--- src/rtl/mem_access.sv ---
// mem_access: memory-stage data-bus request engine.
// Accepts one load/store at a time, checks alignment, builds the byte strobe
// and lane-shifted store data, runs the dbus addr_ok/data_ok handshake and
// holds the raw response until writeback consumes it.
// Optional data_ok watchdog: define MEM_ACCESS_TIMEOUT_EN.
//
// state | meaning
// ------+--------------------------------------------------------------
// IDLE  | ready for a new memory op (req_ready=1)
// REQ   | dbus request presented, waiting for addr_ok
// WAIT  | address accepted, waiting for data_ok
// DONE  | result held for writeback until out_ready
module mem_access #(
   parameter int unsigned TIMEOUT_CYCLES = 255
) (
   input  logic        clk,
   input  logic        reset,
   input  logic        req_valid,
   output logic        req_ready,
   input  logic [63:0] req_addr,
   input  logic [1:0]  req_msize,
   input  logic        req_write,
   input  logic        req_unsigned,
   input  logic [63:0] req_wdata,
   output logic        dreq_valid,
   output logic [63:0] dreq_addr,
   output logic [1:0]  dreq_size,
   output logic [7:0]  dreq_strobe,
   output logic [63:0] dreq_data,
   input  logic        dresp_addr_ok,
   input  logic        dresp_data_ok,
   input  logic [63:0] dresp_data,
   output logic        out_valid,
   input  logic        out_ready,
   output logic [63:0] out_rdata,
   output logic [2:0]  out_addr_lo,
   output logic [1:0]  out_msize,
   output logic        out_unsigned,
   output logic        out_is_load,
   output logic        out_misalign,
   output logic        out_bus_err
);

   localparam logic [1:0] ST_IDLE = 2'd0;
   localparam logic [1:0] ST_REQ  = 2'd1;
   localparam logic [1:0] ST_WAIT = 2'd2;
   localparam logic [1:0] ST_DONE = 2'd3;

   logic [1:0] state;
   logic [2:0] addr_lo;
   logic [2:0] size_mask;
   logic [7:0] strobe_base;
   logic       misaligned;
   logic       accept;
   logic       capture;
   logic       wd_expire;

   assign addr_lo    = req_addr[2:0];
   assign misaligned = |(addr_lo & size_mask);
   assign accept     = (state == ST_IDLE) && req_valid;
   assign capture    = ((state == ST_REQ) && dresp_addr_ok && dresp_data_ok) ||
                       ((state == ST_WAIT) && dresp_data_ok);

   assign req_ready  = (state == ST_IDLE);
   assign dreq_valid = (state == ST_REQ);
   assign out_valid  = (state == ST_DONE);

   always_comb begin
      size_mask   = 3'b000;
      strobe_base = 8'h01;
      case (req_msize)
         2'd0:    begin size_mask = 3'b000; strobe_base = 8'h01; end
         2'd1:    begin size_mask = 3'b001; strobe_base = 8'h03; end
         2'd2:    begin size_mask = 3'b011; strobe_base = 8'h0F; end
         default: begin size_mask = 3'b111; strobe_base = 8'hFF; end
      endcase
   end

`ifdef MEM_ACCESS_TIMEOUT_EN
   localparam int CNT_W = ($clog2(TIMEOUT_CYCLES + 1) > 8) ? $clog2(TIMEOUT_CYCLES + 1) : 8;

   logic [CNT_W-1:0] wd_cnt;
   logic             bus_err_q;

   assign wd_expire = ((state == ST_REQ) || (state == ST_WAIT)) && !capture &&
                      (wd_cnt == CNT_W'(TIMEOUT_CYCLES - 1));
   assign out_bus_err = bus_err_q;

   always_ff @(posedge clk or negedge reset) begin
      if (!reset) begin
         wd_cnt <= '0;
      end else if (state == ST_IDLE) begin
         wd_cnt <= '0;
      end else if (state != ST_DONE) begin
         wd_cnt <= wd_cnt + 1'b1;
      end
   end

   always_ff @(posedge clk or negedge reset) begin
      if (!reset) begin
         bus_err_q <= 1'b0;
      end else if (accept) begin
         bus_err_q <= 1'b0;
      end else if (wd_expire) begin
         bus_err_q <= 1'b1;
      end
   end
`else
   assign wd_expire   = 1'b0;
   assign out_bus_err = 1'b0;
`endif

   always_ff @(posedge clk or negedge reset) begin
      if (!reset) begin
         state        <= ST_IDLE;
         dreq_addr    <= '0;
         dreq_size    <= '0;
         dreq_strobe  <= '0;
         dreq_data    <= '0;
         out_rdata    <= '0;
         out_addr_lo  <= '0;
         out_msize    <= '0;
         out_unsigned <= 1'b0;
         out_is_load  <= 1'b0;
         out_misalign <= 1'b0;
      end else begin
         case (state)
            ST_IDLE: begin
               if (req_valid) begin
                  dreq_addr    <= req_addr;
                  dreq_size    <= req_msize;
                  dreq_strobe  <= req_write ? (strobe_base << addr_lo) : 8'h00;
                  dreq_data    <= req_write ? (req_wdata << {addr_lo, 3'b000}) : 64'h0;
                  out_rdata    <= '0;
                  out_addr_lo  <= addr_lo;
                  out_msize    <= req_msize;
                  out_unsigned <= req_unsigned;
                  out_is_load  <= ~req_write;
                  out_misalign <= misaligned;
                  state        <= misaligned ? ST_DONE : ST_REQ;
               end
            end
            ST_REQ: begin
               if (capture) begin
                  if (out_is_load) out_rdata <= dresp_data;
                  state <= ST_DONE;
               end else if (wd_expire) begin
                  state <= ST_DONE;
               end else if (dresp_addr_ok) begin
                  state <= ST_WAIT;
               end
            end
            ST_WAIT: begin
               if (capture) begin
                  if (out_is_load) out_rdata <= dresp_data;
                  state <= ST_DONE;
               end else if (wd_expire) begin
                  state <= ST_DONE;
               end
            end
            default: begin
               if (out_ready) state <= ST_IDLE;
            end
         endcase
      end
   end

endmodule
--- config.mk ---
export PLATFORM = sky130hd
export DESIGN_NAME = mem_access
export DESIGN_NICKNAME = d
export VERILOG_FILES = /design/src/rtl/mem_access.sv
export SDC_FILE = /design/constraint.sdc
export NUM_CORES = 1
export LEC_CHECK = 0
export BUFFER_PORTS_ARGS = -buffer_cell sky130_fd_sc_hd__buf_2
export CORE_AREA = 2 2 160 162
export CTS_CLUSTER_DIAMETER = 40
export DETAILED_ROUTE_END_ITERATION = 10
export DIE_AREA = 0 0 162 164
export PLACE_DENSITY = 0.69
export SLEW_MARGIN = 10
export SYNTH_ARGS = -nofsm -noshare
export SYNTH_HDL_FRONTEND = slang
export SYNTH_SLANG_ARGS = --single-unit
--- constraint.sdc ---
create_clock -name clk -period 2.1 [get_ports clk]
set_clock_uncertainty 0.1 [all_clocks]
set_input_delay 0.105 -clock clk [delete_from_list [all_inputs] [get_ports clk]]
set_output_delay 0.105 -clock clk [all_outputs]
set_load 0.05 [all_outputs]
==> metrics.txt, run 1 <==
status=completed; Power Density=1720 mW/mm^2; Root Driver=clkbuf_16; Critical Path RT=2.36 ns; CTS sink count=207; Fin Setup TNS=0 ns; TritonCTS clock tree=yes; Total GRT Usage=28.1%; crit path kind=in2reg; Hold Startpoint=req_wdata[52]; busiest grt layer=met2; H-tree Lvls=2; GR Layer Usage met3=7.80%; commonest non-fill, non-tap cell in the layout=buf_2; critical path startpoint=req_addr[2]; Initial Util=40.6%; Pre-antenna DRT Iters=5; ys flop type=dfrtp_1; syn_nets=1117; Setup crit end kind=flop; GR Layer Usage met2=between 40 and 50%; worst hold path type=in2reg; number of vias per cell=between 5 and 6; Peak Freq=0.518 GHz; Yosys reg bits=207; RSZ-0062 raised after global routing=false; layout net count=about 1700; CP Max Fanout=12; I/O Buffers=~410; core box area=0.0248 mm^2; Slew Limit Fails=0; final period demand of the worst path=1.93 ns; largest net degree at the start of global routing=64; Switching Share=50.5%; clk buf depth=3; Final Cycle Share=91.9%; GRT overflow=0; fraction of layout cells with a size suffix above 1=39.5%; sequential power share=between 20% and 30%; cell count after synthesis=911; final instance area=approximately 0.016 mm^2; Comb pwr share=54.7%; mean post-synth cell area=11.1 um^2; RD Place Congestion=0.886; CTS buffer count=34; Worst Setup Start Kind=input port; Post-Route WL=38.6 mm; Max Cap Viol=0; Ys Warns=0; Final Hold Viols=0; die area=0.0266 mm^2; Reg clk slew, reported paths=0.04 ns; initial antenna violation count=6; Leak=8.13 nW; design internal power=0.0133 W; die width=~160 um; Worst EP arrival=between 2 and 2.5 ns; Area after DPL=0.0126 mm^2; vias=9779; leading cell types in the layout, fill and taps excluded=buf_2, dfrtp_1, dlygate4sd3_1, nand2_1, mux2i_1; final setup fails=0; Residual DRC=0; number of flops mapped to enable cells by yosys=0; Top Ports=roughly 420; site row count=58; Worst-Margin Slew=0.468 ns; routed len/inst=20.6 um; antenna-violating nets left=0; Yosys cell types=52; register area share after synthesis=51.4%; DRT iter0 DRCs=572; Die H=164 um; Slew HR=67.9%; asr flop ratio synth=100%; vias in the first global route=roughly 10000; Post-Synthesis Cell Area=approximately 0.010 mm^2; worst skew pair latency=0.49 ns; global-route wire length before repair=approximately 58 mm; M1 GR Usage=31.9%; post-DP HPWL=between 20 and 30 mm; sw power=around 0.014 W; synthesis-to-layout area growth=54.3%; reg2reg start=state[0]; clock power share=between 20% and 30%; worst IR drop on VDD=1.27 mV
[what timing repair did]
item	4_1_cts	5_1_grt
buffers inserted	0	1
endpoints found under the setup margin	1	16
hold buffers	185	0
gates resized for setup	1	2
pin swaps	0	1
hold endpoints to repair	392	0
[flip-flops by register name, summed over array words and instances, names as in the netlist, 2 cells and up]
register     count
out_rdata       64
dreq_strobe      8
dreq_data       64
out_msize        2
state            2
dreq_addr       64
[routing by layer]
layer / part of all wire [%] / vias to the layer above
met1: 36 / 4747
met3: 9.1 / 132
met4: 5.8 / 0
li1: - / 4369
met5: 0 / -
met2: 49 / 531
[path summary, 6_finish.rpt]
kind	slack, ns	cells past startpoint	endpoint
worst max register to register	0.18	5	dreq_data[43]
worst max-delay path	0.17	7	dreq_data[58]
max in group asynchronous	0.75	4	dreq_addr[52]
min in group asynchronous	0.48	3	dreq_addr[57]
worst min register to register	0.38	1	dreq_strobe[0]
worst min-delay path	0.02	4	dreq_data[60]
[critical path, stage by stage]
cell	delay, ns
dlygate4sd3_1	0.51
buf_2	0.22
buf_4	0.28
mux2i_1	0.23
dlygate4sd3_1	0.57
nand2_1	0.05
a32o_1	0.22
[power by group through the flow]
| stage | Sequential (W) | Combinational [W] | Clock [W] |
|---|---|---|---|
| detailed placement | 0.00671 | 0.0141 | 0 |
| global route | 0.00691 | 0.0153 | 0.00565 |
| global placement | 0.00668 | 0.0139 | 0 |
| floorplan | 0.0124 | 0.00476 | 0 |
| finish | 0.00676 | 0.0146 | 0.00538 |
| CTS | 0.00667 | 0.0145 | 0.00543 |
[synthesized netlist by cell type, types with 2 or more instances]
library cell,n,share of area [%]
nor3_1,9,0.45
dfrtp_1,207,51
clkbuf_1,22,0.82
or2_1,2,0.12
o221ai_1,14,1.2
mux2i_1,128,13
mux4_2,2,0.45
a32o_1,8,0.79
nand2b_1,2,0.12
o21ai_1,21,1.0
a22oi_1,8,0.60
o211ai_1,10,0.74
nor2_1,20,0.74
o31ai_1,2,0.15
buf_6,6,0.67
nand2_2,2,0.12
buf_4,22,1.6
inv_1,69,2.6
o21ai_0,35,1.7
a221o_1,2,0.20
a21oi_1,20,0.99
mux2_2,87,9.7
a22o_1,25,2.2
nor2_2,2,0.12
nand2_1,138,5.1
buf_2,16,0.79
nand3_1,3,0.15
nor2b_1,2,0.12
ha_1,4,0.50
[logic make-up (layout without fill, tap and decap cells)]
group                      count (synthesis)  count (layout)  synth area share (%)
DFF                                      207             207                  51.4
other                                      1               7                0.0372
AOI/OAI and AO/OA                        155             155                  10.6
and+or+nand+nor                          189             189                  7.95
muxes                                    218             218                  23.0
adders and majority gates                  4               4                 0.497
buffers and inverters                    137             764                  6.57
[through the flow]
step | utilization (%) | total power [W] | worst slack (ns) | hold WS (ns) | std cells
2_1_floorplan | - | 0.0172 | 0.0607 | -0.291 | 911
3_3_place_gp | 50.6 | 0.0206 | 0.126 | -0.0849 | 1623
4_1_cts | 62.5 | 0.0266 | 0.0343 | 0.00137 | 1867
3_5_place_dp | 50.6 | 0.0209 | -0.0191 | -0.0842 | 1623
6_report | 62.7 | 0.0268 | 0.171 | 0.0173 | 1874
5_1_grt | 62.6 | 0.0279 | 0.0945 | 0.0518 | 1872
[area by class of cell]
cell class	instances	area [um^2]
Tap cell	330	413
Clock inverter	14	140
Sequential cell	207	5180
Clock buffer	45	953
Fill cell	1867	9270
Antenna cell	6	15.0
Inverter	70	263
Multi-Input combinational cell	567	4270
Timing Repair Buffer	635	4310
No activity file was read; power rests on OpenSTA's default activity.
==> run 2: changes to the inputs <==
Settings changed: CORE_AREA 2 2 160 162 to 2 2 159 161, DIE_AREA 0 0 162 164 to 0 0 161 163, PLACE_DENSITY 0.69 to 0.71.
Clock period 2.1 ns to 1.63 ns, I/O delays scaled along.
==> metrics.txt, run 2 (same netlist as run 1, synthesis figures left out) <==
status=finished with violations; failing checks=hold timing, setup timing; Switching Share=between 40% and 50%; Max stage delay on crit path=0.41 ns; Peak Freq=0.542 GHz; Root Driver=clkbuf_16; worst hold path type=in2async; Cell Chain, Critical Path=inv_2 > ha_4 > buf_6 > o21ai_4 > nand2_4 > buf_6 > buf_16 > mux2i_2; Reg2Reg Capture Point=out_rdata[2]; layout net count=1763; Post-Route WL=41.4 mm; antenna-violating nets left=0; Critical Path RT=1.94 ns; Power Density=2280 mW/mm^2; Comb pwr share=58.6%; CTS buffer count=34; RSZ-0062 raised after global routing=true; Pre-antenna DRT Iters=5; CP bufs+invs=4; TritonCTS clock tree=yes; vias=10100; Initial Util=between 40% and 50%; CP Max Fanout=7; vias in the first global route=between 9000 and 10000; WHS=-0.000465 ns; Leak=8.51 nW; I/O Buffers=414; Reg clk slew, reported paths=roughly 0.06 ns; Worst Setup Start Kind=flop; worst skew pair latency=0.50 ns; CP max-delay cell=dfrtp_1; reg2reg start=state[1]; DRT iter0 DRCs=between 800 and 900; CP most frequent cell=buf_6; die width=161 um; Total GRT Usage=28.4%; final setup fails=154; final period demand of the worst path=1.84 ns; Residual DRC=0; Die H=163 um; number of vias per cell=5.27; setup slack at placement=-0.154 ns; core box area=0.0247 mm^2; clk buf depth=3; Slew Limit Fails=0; Final Hold Viols=2; Setup crit end kind=flop; routed len/inst=21.6 um; worst setup margin=-0.215 ns; worst IR drop on VDD=1.70 mV; post-DP HPWL=25.3 mm; site row count=58; top flop regs=dreq_addr x64, dreq_data x64, out_rdata x64; leading cell types in the layout, fill and taps excluded=buf_2, dfrtp_1, dlygate4sd3_1, nand2_1, mux2i_1; worst reg2reg setup slack=-0.21 ns; CP delay by family, top=buffers and inverters; Worst Reg-to-Reg Cells=8; design internal power=0.0192 W; global-route wire length before repair=57.7 mm; Top Ports=416; initial antenna violation count=6; CTS sink count=207; sw power=0.0186 W; H-tree Lvls=2; Final Cycle Share=113%; GRT overflow=0; Final Non-Filler Cells=1914; Max Cap Viol=0; Worst EP arrival=between 2 and 2.5 ns; largest net degree at the start of global routing=54; synthesis-to-layout area growth=64.5%; fraction of layout cells with a size suffix above 1=around 45%; RD Place Congestion=0.939; crit path kind=reg2reg; commonest non-fill, non-tap cell in the layout=buf_2; die area=about 0.026 mm^2; placed insts=1648; sequential power share=between 20% and 30%; clock power share=18.4%
run 2: changes by cell type in the layout (fill, tap and decap cells not counted), sizes merged:
cell,delta
buf,+39
dlygate4sd3,-6
clkbuf,+5
clkinv,+3
clkinvlp,-3
bufinv,+1
or2,+1
run 2: layout make-up:
cell class,instances,area [um^2]
diodes,6,15.0
clock buffers,42,932
clock inverters,15,156
fillers,1707,8100
inverters,70,263
multi-input cells,568,4630
flip-flops and latches,207,5180
well taps,330,413
repair buffers,676,4990
run 2: timing repair:
action,CTS,global route
gates cloned,2,11
pin swaps,5,18
gates resized for setup,36,67
setup buffers,9,4
hold buffers,178,0
setup endpoints to repair,152,197
endpoints found under the hold margin,400,0
run 2: worst max-delay path by stage:
stage	from	to	slack, ns	cells past startpoint
after detailed placement	state[1]	dreq_data[50]	-0.15	6
after global placement	state[1]	dreq_addr[9]	-0.11	5
final	state[1]	out_rdata[2]	-0.21	8
after floorplan	state[0]	dreq_data[46]	-0.19	8
after CTS	state[1]	out_rdata[56]	-0.09	8
after global routing	state[1]	out_rdata[2]	-0.25	8
run 2: metal layers:
layer	share of wire, %	vias to the layer above	GRT usage [%]
met5	0	-	0
met4	5.4	0	13.8
met3	9.5	180	9.45
met2	47	590	45.1
met1	38	4852	35.0
li1	-	4460	-
run 2: power by group through the flow:
stage | combinational (W) | clock (W) | sequential (W)
floorplan | 0.00665 | 0 | 0.0161
global placement | 0.0182 | 0 | 0.00855
detailed placement | 0.0184 | 0 | 0.00862
CTS | 0.0198 | 0.00702 | 0.00856
global route | 0.0230 | 0.00728 | 0.00892
finish | 0.0221 | 0.00697 | 0.00870
run 2: per-stage QoR:
| step | utilization (%) | total power [W] | area [um^2] | hold WS (ns) | setup TNS, ns |
|---|---|---|---|---|---|
| after floorplan | - | 0.0227 | 10300 | -0.314 | -15.81 |
| after global placement | 52.0 | 0.0268 | 12800 | -0.0191 | -1.99 |
| after detailed placement | 52.0 | 0.0271 | 12800 | -0.0196 | -7.95 |
| after CTS | 64.8 | 0.0354 | 16000 | 0.000432 | -6.87 |
| after global routing | 67.2 | 0.0392 | 16600 | 0.0247 | -20.52 |
| final | 67.2 | 0.0378 | 16600 | -0.000465 | -10.98 |
